<file path="src/rtl/bcd_counter_nd.sv">
// N-digit BCD up/down counter with tick prescaler, pause, parallel load,
// wrap-or-saturate terminal handling and a lap-freeze display register.
module bcd_counter_nd #(
  parameter int NDIG = 4,
  parameter int DVSR = 100000,
  parameter int WRAP = 1
) (
  input  logic                clk,
  input  logic                rst_n,
  input  logic                go,
  input  logic                clr,
  input  logic                up,
  input  logic                load,
  input  logic [4*NDIG-1:0]   load_val,
  input  logic                lap,
  output logic [4*NDIG-1:0]   count,
  output logic [4*NDIG-1:0]   disp,
  output logic                step,
  output logic                tc,
  output logic                wrap_p
);

  localparam int W  = 4 * NDIG;
  // A one-cycle prescaler still needs a 1-bit register to stay legal.
  localparam int PW = (DVSR > 1) ? $clog2(DVSR) : 1;
  localparam logic [PW-1:0] PSC_MAX = PW'(DVSR - 1);

  // Ripple increment: a 9 rolls to 0 and carries into the next digit.
  function automatic logic [W-1:0] bcd_inc(input logic [W-1:0] v);
    logic [W-1:0] r;
    logic         c;
    r = v;
    c = 1'b1;
    for (int i = 0; i < NDIG; i++) begin
      if (!c) begin
        r[4*i +: 4] = v[4*i +: 4];
      end else if (v[4*i +: 4] == 4'd9) begin
        r[4*i +: 4] = 4'd0;
      end else begin
        r[4*i +: 4] = v[4*i +: 4] + 4'd1;
        c = 1'b0;
      end
    end
    return r;
  endfunction

  // Ripple decrement: a 0 rolls to 9 and borrows from the next digit.
  function automatic logic [W-1:0] bcd_dec(input logic [W-1:0] v);
    logic [W-1:0] r;
    logic         b;
    r = v;
    b = 1'b1;
    for (int i = 0; i < NDIG; i++) begin
      if (!b) begin
        r[4*i +: 4] = v[4*i +: 4];
      end else if (v[4*i +: 4] == 4'd0) begin
        r[4*i +: 4] = 4'd9;
      end else begin
        r[4*i +: 4] = v[4*i +: 4] - 4'd1;
        b = 1'b0;
      end
    end
    return r;
  endfunction

  // True when every digit of v equals d.
  function automatic logic all_digits(input logic [W-1:0] v, input logic [3:0] d);
    logic ok;
    ok = 1'b1;
    for (int i = 0; i < NDIG; i++) begin
      if (v[4*i +: 4] != d) begin
        ok = 1'b0;
      end else begin
        ok = ok;
      end
    end
    return ok;
  endfunction

  // Non-BCD digits in a load value are forced to 9.
  function automatic logic [W-1:0] bcd_clamp(input logic [W-1:0] v);
    logic [W-1:0] r;
    for (int i = 0; i < NDIG; i++) begin
      if (v[4*i +: 4] > 4'd9) begin
        r[4*i +: 4] = 4'd9;
      end else begin
        r[4*i +: 4] = v[4*i +: 4];
      end
    end
    return r;
  endfunction

  logic [PW-1:0] psc_q, psc_d;
  logic [W-1:0]  count_q, count_d;
  logic [W-1:0]  snap_q, snap_d;
  logic          frozen_q, frozen_d;
  logic          step_q, step_d;
  logic          wrap_q, wrap_d;
  logic          tick_s;
  logic [W-1:0]  inc_s, dec_s;

  assign tick_s = go && (psc_q == PSC_MAX);
  assign inc_s  = bcd_inc(count_q);
  assign dec_s  = bcd_dec(count_q);

  // Next-state: clr beats load beats tick; lap toggles freeze using the updated count.
  always_comb begin
    psc_d    = psc_q;
    count_d  = count_q;
    frozen_d = frozen_q;
    snap_d   = snap_q;
    step_d   = 1'b0;
    wrap_d   = 1'b0;
    if (clr) begin
      count_d  = '0;
      psc_d    = '0;
      frozen_d = 1'b0;
    end else if (load) begin
      count_d = bcd_clamp(load_val);
      psc_d   = '0;
    end else if (go) begin
      if (tick_s) begin
        psc_d = '0;
        if (up) begin
          if (all_digits(count_q, 4'd9)) begin
            if (WRAP != 0) begin
              count_d = '0;
              step_d  = 1'b1;
              wrap_d  = 1'b1;
            end else begin
              count_d = count_q;
            end
          end else begin
            count_d = inc_s;
            step_d  = 1'b1;
            wrap_d  = (WRAP == 0) && all_digits(inc_s, 4'd9);
          end
        end else begin
          if (all_digits(count_q, 4'd0)) begin
            if (WRAP != 0) begin
              count_d = bcd_dec(count_q);
              step_d  = 1'b1;
              wrap_d  = 1'b1;
            end else begin
              count_d = count_q;
            end
          end else begin
            count_d = dec_s;
            step_d  = 1'b1;
            wrap_d  = (WRAP == 0) && all_digits(dec_s, 4'd0);
          end
        end
      end else begin
        psc_d = psc_q + PW'(1);
      end
    end else begin
      psc_d = psc_q;
    end

    // Pause holds freeze state, and clr already forced it off above.
    if (!clr && go && lap) begin
      if (frozen_q) begin
        frozen_d = 1'b0;
      end else begin
        frozen_d = 1'b1;
        snap_d   = count_d;
      end
    end else begin
      frozen_d = frozen_d;
    end
  end

  // State registers with asynchronous reset to the idle, unfrozen zero count.
  always_ff @(posedge clk or negedge rst_n) begin
    if (!rst_n) begin
      psc_q    <= '0;
      count_q  <= '0;
      snap_q   <= '0;
      frozen_q <= 1'b0;
      step_q   <= 1'b0;
      wrap_q   <= 1'b0;
    end else begin
      psc_q    <= psc_d;
      count_q  <= count_d;
      snap_q   <= snap_d;
      frozen_q <= frozen_d;
      step_q   <= step_d;
      wrap_q   <= wrap_d;
    end
  end

  assign count  = count_q;
  assign disp   = frozen_q ? snap_q : count_q;
  assign step   = step_q;
  assign wrap_p = wrap_q;
  assign tc     = up ? all_digits(count_q, 4'd9) : all_digits(count_q, 4'd0);

endmodule

</file>
<file path="config.mk">
export PLATFORM = sky130hd
export DESIGN_NAME = bcd_counter_nd
export DESIGN_NICKNAME = d
export VERILOG_FILES = /design/src/rtl/bcd_counter_nd.sv
export SDC_FILE = /design/constraint.sdc
export NUM_CORES = 1
export LEC_CHECK = 0
export CAP_MARGIN = 20
export CORE_ASPECT_RATIO = 0.8
export CORE_UTILIZATION = 54
export DETAILED_ROUTE_END_ITERATION = 10
export PLACE_DENSITY = 0.79
export SLEW_MARGIN = 30
export SYNTH_ARGS = -nofsm -noshare
export SYNTH_HDL_FRONTEND = slang
export SYNTH_SLANG_ARGS = --single-unit
</file>
<file path="constraint.sdc">
create_clock -name clk -period 3.5 [get_ports clk]
set_input_delay 0.525 -clock clk [delete_from_list [all_inputs] [get_ports clk]]
set_output_delay 0.525 -clock clk [all_outputs]
set_load 0.1 [all_outputs]
</file>
### Yosys cells after proc, flatten, opt, wreduce, memory -nomap -nowiden

Index checks and enable logic that the tools add are counted.

* $lt $le $gt $ge: 4
* add/sub/neg operators: 9
* bitwise operators: 1
* reductions and logical operators: 15
* equality and inequality tests: 9
* muxes and demuxes: 96

Operators with widths (count)
* $mux 16: 8
* $mux 4: 21
* $mux 17: 4
* $mux 1: 63
* $add 17x1->17 const B: 1
* $eq 17x17->1 const B: 1
* $add 4x1->4 const B: 4
* $eq 4x4->1 const B: 4
* $gt 4x4->1 const B: 4
* $logic_not 4->1: 4
* $ne 4x4->1 const B: 4
* $reduce_bool 4->1: 4
* $sub 4x1->4 const B: 4
* $logic_and 1x1->1: 3
* $reduce_bool 3->1: 1
* $reduce_and 2->1: 1
* $reduce_bool 2->1: 1
* $logic_not 1->1: 1
* $not 1->1: 1

* logic and storage cells: 140
* bits of input ports: 23
* register bits: 52
* output and inout port bits: 35

### Depth between registers and ports, before layout

Gate-level depths: netlist of the first run.

* depth after elaboration: 37
* depth in mapped cells: 9
* depth with buffers taken out: 8

### Least setup slack after synthesis of the first run

No wires, ideal clock.

* path kind: flip-flop to output port
* start: register count_q[2], in the netlist count[2]
* end: output disp[2]
* arrival: 3448 ps
* data required time: 2975 ps
* stages on the path, launching flop included: 4
* setup slack: -473 ps
* path buffers: 1
* cell sequence: dfrtp_1 -> clkbuf_1 -> inv_1 -> o21ai_0

* longest elaborated chain between the ends: 1

RTL lines
* from (decl): RTL line 94 `logic [W-1:0] count_q, count_d;`
* from (signal assigned): RTL line 184 `count_q <= count_d;`
* $mux 16: RTL line 193 `assign disp = frozen_q ? snap_q : count_q;`
* to (decl): RTL line 17 `output logic [4*NDIG-1:0] disp,`

Every way passes these cells.

### Final worst setup path of the first run

* start: register count_q[0], in the netlist count[0]
* end: output tc

* longest elaborated chain between the ends: 6
* elaborated cells on any way between the ends: 11
* those cells by class: 1 x eq/ne; 9 x mux; 1 x reduce/logical

RTL lines
* $ne 4x4->1 or $reduce_bool 4->1 (tied branches): RTL line 71 `if (v[4*i +: 4] != d) begin`
* $mux 1 (4 in a row): RTL line 71
* $mux 1 (*): RTL line 196 `assign tc = up ? all_digits(count_q, 4'd9) : all_digits(count_q, 4'd0);`
* to (decl): RTL line 19 `output logic tc,`

Every way passes the cells marked *; elsewhere a longest branch is shown, timed or not.

==> impl_metrics.ini, run 1 <==
[timing]
timing.slew.headroom_pct = 34.7
tightest_slew_ps = 976
period_needed_ps = 3030
finalMaxSlewViolations = 0
finalCritPeriodShare_pct = 86.6
fin_worst_skew_ps = 10.6
fmax_mhz = 330
setup_tns_ps = 0
setup_viol = 0
rsz0062_at_grt = no
hold_violations = 0

[clock_network]
cts_tree = done
cts_setup_buffers = 0
cts_resized = 0
cts_root_buf = clkbuf_8
numCtsBuffers = 5
clk_path_buf_depth = 2
cts_sinks = 52
clk_transition_reported_paths_ps = 100
clk-insertion-delay-late_ps = 310
cts_max_level = 2
cts_hold_buf = 0

[floorplanning]
core_um2 = 6440
die_width_um = 93.6
die_h_um = 75.3
num_io_pins = 58
die-area_um2 = 7050
num_rows = 26
initial_core_util_pct = 56.3

[synthesis]
syn_area_per_cell_um2 = 8.24
synth-edff-count = 0
synth-warning-count = 0
syn_nets = 476
async_flop_share_pct = 100
synth-seq-cells = 52
synth_ff_type = dfrtp_1
syn_area_um2 = 3630
ys_seq_area_share_pct = 35.9
synth_cell_types = 61
synthCells = 440

[worst_setup_path]
endpoint = tc
path_class = reg2out
worstSetupStartpointType = register
rr_startpoint = psc_q[0]
required_ps = 2970
crit_start = count[0]
cp-end-kind = primary output
cp_slowest_cell = dfrtp_1
path_cells = inv_1, ha_1, nor4b_1, buf_4, nand3_1, nor2b_1, o21bai_2, buf_12
crit_arrival_ps = 2510
regToRegEndpoint = psc_q[4]
critPathMaxStageDelay_ps = 510
r2r_setup_slack_ps = 630
worstRegToRegCells = 8
worstPathMaxFanout = 11

[pwr]
leakage_nw = 1.81
pwr_density_cell_nw_per_um2 = 379
ir_worst_vdd_mv = 0.264

[final_layout]
area_growth_pct = 20.4
final_nets = 523
layoutNonFillerInstCount = 572
fillers = 567
num_antenna_cells = 0
drive_gt1_share_pct = 13.3

[routing]
dr.pass1.iters = 5
ant_nets = 0
wl_per_cell_um = 18.9
drc_errors = 0
drtIter0Drc = 469
via_per_inst = 6.53
wl_um = 10800
vias = 3733

[grt]
grt_overflow = 0
grt_first_pass_wirelength_um = 17200
grt_max_degree = 43
grt_pass1_vias = 3311
antenna_found_initial = 0
grt_usage_pct = 31.8

[place]
dp.cells = 564
dp_hpwl_um = 7600
io_buffers = 57
place.gp.congestion = 0.982

[status]
status = finished clean

[job]
max_cap_violations = 0

[worst_hold_path]
min_path_type = in2async
-- cell type report --
type                            instances  area, µm²  share of cell area (%)
Multi-Input combinational cell        343       2150                    49.3
Sequential cell                        52       1300                    29.8
Timing Repair Buffer                   69        626                    14.3
Tap cell                               84        105                    2.41
Clock buffer                            6       82.6                    1.89
Inverter                               16       60.1                    1.38
Clock inverter                          2       38.8                   0.888
-- cell usage in the layout (no fill, tap or decap), types with 5 or more instances in the layout --
master           count
mux2_2              13
o21ai_0             47
nand2b_1             5
and3b_1              5
buf_4               30
nor2b_1              5
or3_1                5
dfrtp_1             51
nand3_1             16
ha_1                13
o31ai_1              7
a31oi_1             12
clkdlybuf4s50_1     38
nand4_1              8
and3_1               6
nor2_1              34
nor3_1               8
a21oi_1             18
inv_1               16
mux2i_1              5
nand2_1             48
o21ai_1             10
clkbuf_8             6
-- cells in the mapped netlist, drive strengths merged (3+ instances only) --
| library cell | number | area share (%) |
|---|---|---|
| clkbuf | 25 | 2.6 |
| or2 | 3 | 0.52 |
| ha | 13 | 4.5 |
| a31oi | 12 | 2.1 |
| nor2b | 5 | 0.86 |
| o22ai | 4 | 0.69 |
| or3b | 3 | 0.72 |
| a22o | 4 | 0.97 |
| nor4 | 5 | 1.0 |
| and2 | 4 | 0.69 |
| and3 | 6 | 1.0 |
| nand3 | 16 | 2.2 |
| and4 | 4 | 0.97 |
| nand2b | 5 | 0.86 |
| nand2 | 48 | 5.0 |
| o21ai | 57 | 7.9 |
| mux2i | 5 | 1.4 |
| dfrtp | 52 | 36 |
| o21a | 4 | 0.83 |
| a311oi | 4 | 0.97 |
| inv | 16 | 1.7 |
| a2111oi | 4 | 0.97 |
| nor3b | 4 | 0.83 |
| or3 | 5 | 0.86 |
| buf | 4 | 0.66 |
| o31ai | 7 | 1.4 |
| nor2 | 35 | 3.7 |
| a21oi | 18 | 2.5 |
| nand4 | 8 | 1.4 |
| nor3 | 8 | 1.1 |
| and3b | 5 | 1.2 |
| mux2 | 13 | 4.0 |
-- metal layers --
metal / routed length, µm / global-route usage (%)
met5: 0 / 0
met1: 4840 / 48.5
met3: 1170 / 5.79
met4: 219 / 9.57
met2: 4570 / 46.2
-- power by group --
| part | internal [mW] | leakage, nW | switching (mW) | total, mW |
|---|---|---|---|---|
| Clock | 0.234 | 0.0614 | 0.208 | 0.442 |
| Combinational | 0.157 | 1.06 | 0.358 | 0.515 |
| Sequential | 0.643 | 0.693 | 0.0540 | 0.697 |
| Total | 1.03 | 1.81 | 0.620 | 1.65 |
-- cells by family (layout without fill, tap and decap cells) --
| logic type | Yosys count | after routing | synth area share [%] |
|---|---|---|---|
| buf+inv | 45 | 93 | 4.90 |
| fa+ha+maj | 13 | 13 | 4.48 |
| compound gates | 135 | 135 | 23.2 |
| simple gates | 173 | 173 | 25.1 |
| flops | 52 | 52 | 35.9 |
| mux | 18 | 18 | 5.42 |
| xor+xnor | 4 | 4 | 0.966 |
-- worst min path at each step --
stage                from         end  slack (ps)  cells after the start
2_1_floorplan       rst_n    count[0]         230                      0
5_1_grt             rst_n  snap_q[10]         230                      1
6_report            rst_n    psc_q[2]         180                      1
4_1_cts             rst_n   count[10]         390                      1
3_5_place_dp   snap_q[14]  snap_q[14]         470                      2
3_3_place_gp   snap_q[11]  snap_q[11]         460                      2
-- through the flow --
| step | hold slack, ps | cell area [µm²] | util, % | setup slack [ps] | power, mW |
|---|---|---|---|---|---|
| after global routing | 227 | 4370 | 67.8 | 318 | 1.71 |
| after global placement | 464 | 4240 | 65.9 | 543 | 1.21 |
| after floorplan | 229 | 3630 | - | 193 | 1.07 |
| after detailed placement | 468 | 4240 | 65.9 | 475 | 1.21 |
| after CTS | 386 | 4360 | 67.8 | 518 | 1.65 |
| final | 180 | 4370 | 67.8 | 467 | 1.65 |
-- worst max-delay path: cells and delay by family, from the launching register on --
family | cells | cell delay, ps
DFF | 1 | 510
buffers and inverters | 3 | 600
AOI/OAI and AO/OA | 1 | 190
and+or+nand+nor | 3 | 610
adders and majority gates | 1 | 270
-- sequential cells by signal, indices dropped and copies added, names as in the netlist --
| name | count |
|---|---|
| frozen_q | 1 |
| count | 16 |
| snap_q | 16 |
| step | 1 |
| psc_q | 17 |
| wrap_p | 1 |
(Power assumes the default switching activity.)
==> inputs of run 2 (changes only) <==
--- a/config.mk
+++ b/config.mk
@@ -16 +16,2 @@
 export SYNTH_SLANG_ARGS = --single-unit
+export TNS_END_PERCENT = 5
==> constraint.sdc (replaced) <==
create_clock -name clk -period 3.5 [get_ports clk]
set_input_delay 1.05 -clock clk [delete_from_list [all_inputs] [get_ports clk]]
set_output_delay 1.05 -clock clk [all_outputs]
set_load 0.1 [all_outputs]
==> run 2 against run 1 <==
  * Sequential power hardly changed
  * Core utilization is 0.68 points higher
  * Die area stayed put
  * Clock skew is 2.5 ps lower
  * Critical path depth is 2 lower
  * Count of clock-buffer cells in the layout is 1 lower
  * Register-to-register slack worse by 20 ps
  * Sequential share of layout area is 0.30 points lower
==> impl_metrics.ini, run 2 (synthesis results as in run 1) <==
[clock_network]
clk-insertion-delay-late_ps = 320
clk_transition_reported_paths_ps = 100
clk_path_buf_depth = 2
cts_hold_buf = 0
cts_max_level = 2
numCtsBuffers = 5
cts_sinks = 52
cts_root_buf = clkbuf_8
cts_tree = done

[routing]
drc_errors = 0
dr.pass1.iters = 7
ant_nets = 0
wl_per_cell_um = 18.4
wl_um = 10800
vias = 3777
drtIter0Drc = 365
via_per_inst = 6.46

[timing]
timing.slew.headroom_pct = 54.7
tightest_slew_ps = 680
fin_worst_skew_ps = 8.13
period_needed_ps = 3380
fmax_mhz = 296
rsz0062_at_grt = no
setup_viol = 0
finalMaxSlewViolations = 0
finalCritPeriodShare_pct = 96.7
hold_violations = 0

[grt]
grt_pass1_vias = 3337
grt_overflow = 0
grt_max_degree = 53
grt_first_pass_wirelength_um = 17300
grt_usage_pct = 32.3
antenna_found_initial = 0

[floorplanning]
num_rows = 26
core_um2 = 6440
die_width_um = 93.6
die-area_um2 = 7050
initial_core_util_pct = 56.3
die_h_um = 75.3
num_io_pins = 58

[final_layout]
drive_gt1_share_pct = 19.6
num_antenna_cells = 0
final_common_cell = buf_4
layout_common_cells = buf_4 (59), dfrtp_1 (51), nand2_1 (48), o21ai_0 (47), nor2_1 (34)
area_growth_pct = 21.6
largest_reg_flops = 17
final_core_util_pct = 68.5
layoutNonFillerInstCount = 585
fillers = 527
largest_register = psc_q
final_nets = 536
fin_area_um2 = 4410

[worst_setup_path]
required_ps = 2450
cp-end-kind = primary output
rr_startpoint = count[0]
path_class = in2out
worstSetupStartpointType = primary input
crit_arrival_ps = 2330
crit_start = up
regToRegEndpoint = snap_q[14]
endpoint = tc
worstPathMaxFanout = 2
worstRegToRegCells = 8
r2r_setup_slack_ps = 610

[place]
place_area_um2 = 4300
io_buffers = 57
dp_hpwl_um = 7880
dp.cells = 576
place.gp.congestion = 0.960

[pwr]
pwr_density_cell_nw_per_um2 = 358
ir_worst_vdd_mv = 0.277
leakage_nw = 1.90

[worst_hold_path]
min_path_type = reg2reg

[status]
status = finished clean

[job]
max_cap_violations = 0
[run 2: how the worst min path moves through the flow]
stage | start | endpoint | slack (ps) | cells after the start
final | snap_q[14] | snap_q[14] | 490 | 2
after global routing | snap_q[12] | snap_q[12] | 510 | 2
after CTS | snap_q[12] | snap_q[12] | 490 | 2
after detailed placement | snap_q[12] | snap_q[12] | 470 | 2
after global placement | snap_q[14] | snap_q[14] | 460 | 2
after floorplan | snap_q[14] | snap_q[14] | 440 | 2
[run 2: through the flow]
stage | setup WS (ps) | hold slack (ps) | TNS [ps] | power (mW)
3_5_place_dp | -120 | 466 | -120 | 1.22
5_1_grt | 21.9 | 512 | 0 | 1.65
3_3_place_gp | -26.5 | 461 | -26.5 | 1.21
4_1_cts | 116 | 489 | 0 | 1.58
2_1_floorplan | -163 | 443 | -1070 | 1.07
6_report | 117 | 487 | 0 | 1.58
[run 2: worst max-delay path: stages]
cell and delay [ps]:
dlygate4sd2_1 260, nor4b_2 320, nand3_1 160, nor2b_1 180, o21bai_4 160, buf_12 200
[run 2: routing by layer]
metal | track usage, % | vias up | part of all wire (%)
li1 | - | 1738 | -
met1 | 50.7 | 1805 | 47
met2 | 46.2 | 216 | 42
met3 | 4.09 | 18 | 9.3
met4 | 9.74 | 0 | 1.4
met5 | 0 | - | 0
[run 2: area by class of cell]
class                      count  area (µm²)  share of cell area (%)
multi-input combinational    343        2170                    49.3
sequential                    52        1300                    29.5
timing repair buffer          82         677                    15.3
tap                           84         105                    2.38
clock buffer                   5        68.8                    1.56
inverter                      16        60.1                    1.36
clock inverter                 3        22.5                   0.511
[run 2: repair_timing]
item	in CTS	in global routing
gates resized for setup	2	1
cloned	0	0
setup endpoints to repair	1	1
pin swaps	1	0
setup buffers	1	0
[run 2: power by group]
group          switching [mW]  internal [mW]
Clock                   0.222          0.144
Sequential             0.0509          0.643
Combinational           0.360          0.160
Total                   0.634          0.947
